--- src/rtl/bus_arbiter.sv ---
// Round-robin arbiter muxing N serial-bus masters onto one slave path; owner holds until it drops breq.
// Grant one cycle after request, combinational data routing; watchdog revokes a silent owner.
module bus_arbiter #(
  parameter int N_MASTERS = 2,
  parameter int TIMEOUT   = 64,
  localparam int OWNER_W  = (N_MASTERS > 1) ? $clog2(N_MASTERS) : 1
) (
  input  logic                 clk,
  input  logic                 rst,
  input  logic [N_MASTERS-1:0] m_breq,
  output logic [N_MASTERS-1:0] m_grant,
  input  logic [N_MASTERS-1:0] m_mode,
  input  logic [N_MASTERS-1:0] m_wr_bus,
  input  logic [N_MASTERS-1:0] m_valid,
  input  logic [N_MASTERS-1:0] m_ready,
  output logic [N_MASTERS-1:0] m_rd_bus,
  output logic [N_MASTERS-1:0] m_slave_ready,
  output logic [N_MASTERS-1:0] m_slave_valid,
  output logic                 s_mode,
  output logic                 s_wr_bus,
  output logic                 s_master_valid,
  output logic                 s_master_ready,
  input  logic                 s_rd_bus,
  input  logic                 s_slave_ready,
  input  logic                 s_slave_valid,
  output logic                 bus_busy,
  output logic [OWNER_W-1:0]   owner,
  output logic                 timeout_err
);

  localparam int CNT_W = (TIMEOUT > 2) ? $clog2(TIMEOUT) : 1;

  typedef enum logic [1:0] {IDLE, GRANT, RELEASE} state_t;

  state_t             state, state_nxt;
  logic [OWNER_W-1:0] last_owner;
  logic [OWNER_W-1:0] pick;
  logic               pick_found;
  logic [CNT_W-1:0]   wd_cnt;
  logic               active;
  logic               wd_expire;
  int                 idx;

  // Scan starts just past the previous owner so every requester gets a turn.
  always_comb begin
    pick       = '0;
    pick_found = 1'b0;
    idx        = 0;
    for (int k = 1; k <= N_MASTERS; k++) begin
      idx = (int'(last_owner) + k) % N_MASTERS;
      if (!pick_found && m_breq[idx[OWNER_W-1:0]]) begin
        pick_found = 1'b1;
        pick       = idx[OWNER_W-1:0];
      end
    end
  end

  assign active    = m_valid[owner] | s_slave_valid;
  assign wd_expire = (wd_cnt == CNT_W'(TIMEOUT - 1)) && !active;

  always_comb begin
    state_nxt   = state;
    timeout_err = 1'b0;
    case (state)
      IDLE: begin
        if (|m_breq) state_nxt = GRANT;
      end
      GRANT: begin
        timeout_err = wd_expire;
        if (wd_expire || !m_breq[owner]) state_nxt = RELEASE;
      end
      RELEASE: state_nxt = IDLE;
      default: state_nxt = IDLE;
    endcase
  end

  always_ff @(posedge clk) begin
    if (rst) begin
      state      <= IDLE;
      owner      <= '0;
      last_owner <= OWNER_W'(N_MASTERS - 1);
      wd_cnt     <= '0;
    end else begin
      state <= state_nxt;
      case (state)
        IDLE: begin
          if (pick_found) owner <= pick;
          wd_cnt <= '0;
        end
        GRANT: begin
          if (state_nxt == RELEASE || active) wd_cnt <= '0;
          else                                wd_cnt <= wd_cnt + 1'b1;
        end
        RELEASE: begin
          last_owner <= owner;
          wd_cnt     <= '0;
        end
        default: wd_cnt <= '0;
      endcase
    end
  end

  // Routing is purely combinational; everything is forced low outside GRANT.
  assign bus_busy       = (state == GRANT);
  assign m_grant        = bus_busy ? (N_MASTERS'(1) << owner) : '0;
  assign s_mode         = bus_busy & m_mode[owner];
  assign s_wr_bus       = bus_busy & m_wr_bus[owner];
  assign s_master_valid = bus_busy & m_valid[owner];
  assign s_master_ready = bus_busy & m_ready[owner];
  assign m_rd_bus       = bus_busy ? (N_MASTERS'(s_rd_bus) << owner)      : '0;
  assign m_slave_ready  = bus_busy ? (N_MASTERS'(s_slave_ready) << owner) : '0;
  assign m_slave_valid  = bus_busy ? (N_MASTERS'(s_slave_valid) << owner) : '0;

endmodule

--- config.mk ---
export PLATFORM = sky130hd
export DESIGN_NAME = bus_arbiter
export DESIGN_NICKNAME = d
export VERILOG_FILES = /design/src/rtl/bus_arbiter.sv
export SDC_FILE = /design/constraint.sdc
export NUM_CORES = 1
export LEC_CHECK = 0
export ABC_AREA = 0
export CAP_MARGIN = 30
export CORE_UTILIZATION = 38
export DETAILED_ROUTE_END_ITERATION = 12
export HOLD_SLACK_MARGIN = 0.15
export MAX_ROUTING_LAYER = met4
export PLACE_DENSITY = 0.74
export SLEW_MARGIN = 20
export SYNTH_ARGS = -nofsm -noshare
export SYNTH_HDL_FRONTEND = slang
export SYNTH_SLANG_ARGS = --single-unit
--- constraint.sdc ---
create_clock -name clk -period 1.35 [get_ports clk]
set_input_delay 0.27 -clock clk [delete_from_list [all_inputs] [get_ports clk]]
set_output_delay 0.27 -clock clk [all_outputs]
set_load 0.01 [all_outputs]
==> metrics.yaml <==
synthesis:
  ys_seq_area_frac: 0.333
  synth.top_cell.area_share: 0.333
  postSynthAreaPerCell_um2: 9.40
  yosysWarnings: 0
  synth.distinct_cells: 34
  ys_ff_latch: 10
  synthArstFlopShare: 0
  synth_area_leaders: "dfxtp_1, nor2_1, mux2i_1, and3_1, nand4b_4"
  synth.largest_area_cell: "dfxtp_1"
  ys_top_cells_by_count: "dfxtp_1, nor2_1, and3_1"
  synth_area_um2: 602
  synthCells: 64
  syn_nets: 80
  synth_edf_count: 0
  synth_flop_cell: "dfxtp_1"
placement:
  portBuffers: 29
  dp_slack_ns: -0.599
  place.gp.congestion: 0.748
  dp_hpwl_um: 1320
  dpl_cell_area_um2: 1060
setup_path:
  cp_top_family: "simple AND/OR/NAND/NOR gates"
  critPathRequiredTime_ns: 1.08
  crit_chain: "ha_4, and3_4, nand4b_1, nor2_2, buf_2"
  crit_path_start_kind: "flip-flop"
  path_max_fanout: 2
  ff2ff_path_depth: 7
  max_stage_delay_ns: 0.37
  slowest_stage: "dfxtp_4"
  path_buf_inv: 1
  criticalPathCategory: "reg2out"
  arrival_ns: 1.35
  worst_setup_path_end_kind: "primary output"
  r2r-start: "owner"
  ff2ff_setup_slack_ns: -0.25
  r2r_end: "wd_cnt[1]"
floorplanning:
  core_um2: 1380
  rows: 13
  die_x_um: 41.8
  die-area_um2: 1750
  die_y_um: 41.8
  start_util: 0.435
  ioPinCount: 30
grt:
  grtUsageTotal: 0.248
  grt_use_met2: 0.409
  antenna_found_initial: 0
  overflow: 0
  grt_pass1_vias: 764
  grt_max_degree: 7
  grtUsageMet3: 0.0391
  grt_pass1_wl_um: 3230
  grt_busiest_layer: "met2"
  use_met1: 0.302
min_path:
  whs_path_depth: 2
  hold_class: "reg2reg"
  min-delay-start: "last_owner"
  min_to: "last_owner"
sta:
  fin_crit_sh: 1.20
  rsz0062_at_grt: "true"
  tightestPinTransition_ns: 0.326
  fin_ws_ns: -0.274
  slew_headroom: 0.780
  maxSlewViolCount: 0
  final.min_clock_period_ns: 1.62
  fmax_mhz: 616
  setup_viol: 25
  finalHoldViolations: 0
  finalClockSkew_ns: 0.00310
power:
  power_per_cell_area_nw_per_um2: 787
  max-vdd-ir-drop_v: 0.000576
  power.leakage_nw: 0.560
finish:
  syn_to_final_growth_pct: 117
  final_net_count: 140
  fin_area_um2: 1310
  drive_above_1_share: 0.659
  diodes: 0
detailed_routing:
  routed_wl_um: 2710
  ant_nets: 0
  vias: 791
  vias_per_cell: 5.73
  drc: 0
  first_pass_iters: 4
  drt-initial-drc-count: 27
  wl_per_cell_um: 19.6
status:
  violations: "negative setup slack"
  status: "finished, violations left"
clock_network:
  clockRootBuffer: "clkbuf_4"
  cts_max_level: 1
  clock_path_buffers: 2
  cts_tree: "built"
  clkSinkCount: 10
  clk_latency_ns: 0.28
  cts_buffers: 3
  path_clk_slew_ns: 0.08
flow_run:
  max_cap_viol_count: 0
## routing by layer
layer / vias up / share of wire
met1: 369 / 0.40
met4: 0 / 0.036
met5: - / 0
met2: 58 / 0.49
li1: 352 / -
met3: 12 / 0.066
## kinds of logic (layout without fill, tap and decap cells)
kind of cell / Yosys count / count (layout) / synth area share
multiplexers: 5 / 5 / 0.0915
XOR/XNOR: 3 / 3 / 0.0437
adder cells (fa/ha/maj): 1 / 1 / 0.0208
AND/OR/NAND/NOR: 35 / 35 / 0.405
buffers and inverters: 2 / 61 / 0.0145
flip-flops: 10 / 10 / 0.333
AO/OA/AOI/OAI: 8 / 8 / 0.0915
## area by class of cell
cell class / count / area [µm²]
clock buffers: 4 / 36.3
fillers: 39 / 75.1
inverters: 1 / 6.26
multi-input cells: 52 / 519
flip-flops and latches: 10 / 210
well taps: 15 / 18.8
repair buffers: 56 / 517
## stage by stage
| stage | TNS, ns | power (mW) | hold WS [ns] | utilization | instances |
|---|---|---|---|---|---|
| 3_5_place_dp | -6.39 | 0.615 | 0.546 | 0.767 | 127 |
| 4_1_cts | -2.81 | 0.942 | 0.555 | 0.857 | 136 |
| 6_report | -4.64 | 1.03 | 0.656 | 0.946 | 138 |
| 5_1_grt | -5.50 | 1.07 | 0.681 | 0.946 | 138 |
| 3_3_place_gp | -5.94 | 0.609 | 0.528 | 0.767 | 127 |
| 2_1_floorplan | 0 | 0.440 | 0.342 | - | 64 |
## power breakdown
group	internal, mW	total (mW)	switching (mW)
Clock	0.164	0.296	0.131
Combinational	0.244	0.422	0.179
Sequential	0.305	0.311	0.00676
## registers in the layout, summed over array words and instances (netlist names)
signal and count:
wd_cnt 6, state 2, last_owner 1, owner 1
## worst min-delay path: stages, from the launching register on
cell and delay, ns:
dfxtp_1 0.34, nor2b_1 0.17, a211o_1 0.11
## worst max-delay path by stage
stage                     cells past startpoint       start           to  slack [ns]
after floorplan                               3       owner  timeout_err       0.002
after CTS                                     5   wd_cnt[1]  timeout_err       -0.25
after global routing                          5   wd_cnt[1]  timeout_err       -0.32
after global placement                        5  m_valid[0]  timeout_err       -0.56
final                                         5   wd_cnt[0]  timeout_err       -0.27
after detailed placement                      5  m_valid[1]  timeout_err       -0.60
## cells in the final DEF, fill, tap and decap left out, types with 2 or more instances in the layout
cell type,n
nor2_2,2
clkbuf_4,3
buf_6,15
mux2i_4,2
nor2_1,4
clkdlybuf4s50_1,14
buf_2,4
dfxtp_4,2
buf_8,2
nor3_2,2
xnor2_1,2
nand3_1,2
dfxtp_2,2
dfxtp_1,6
and2_1,3
nor2_4,4
buf_4,21
and3_4,4
and2_4,3
## what timing repair did
action | CTS | global route
setup endpoints to repair | 22 | 23
resized for setup | 92 | 23
hold buffers | 0 | 0
pin swaps | 13 | 8
buffers inserted | 6 | 3
gates cloned | 1 | 0
Note: power is estimated with default switching activity, not from simulation.
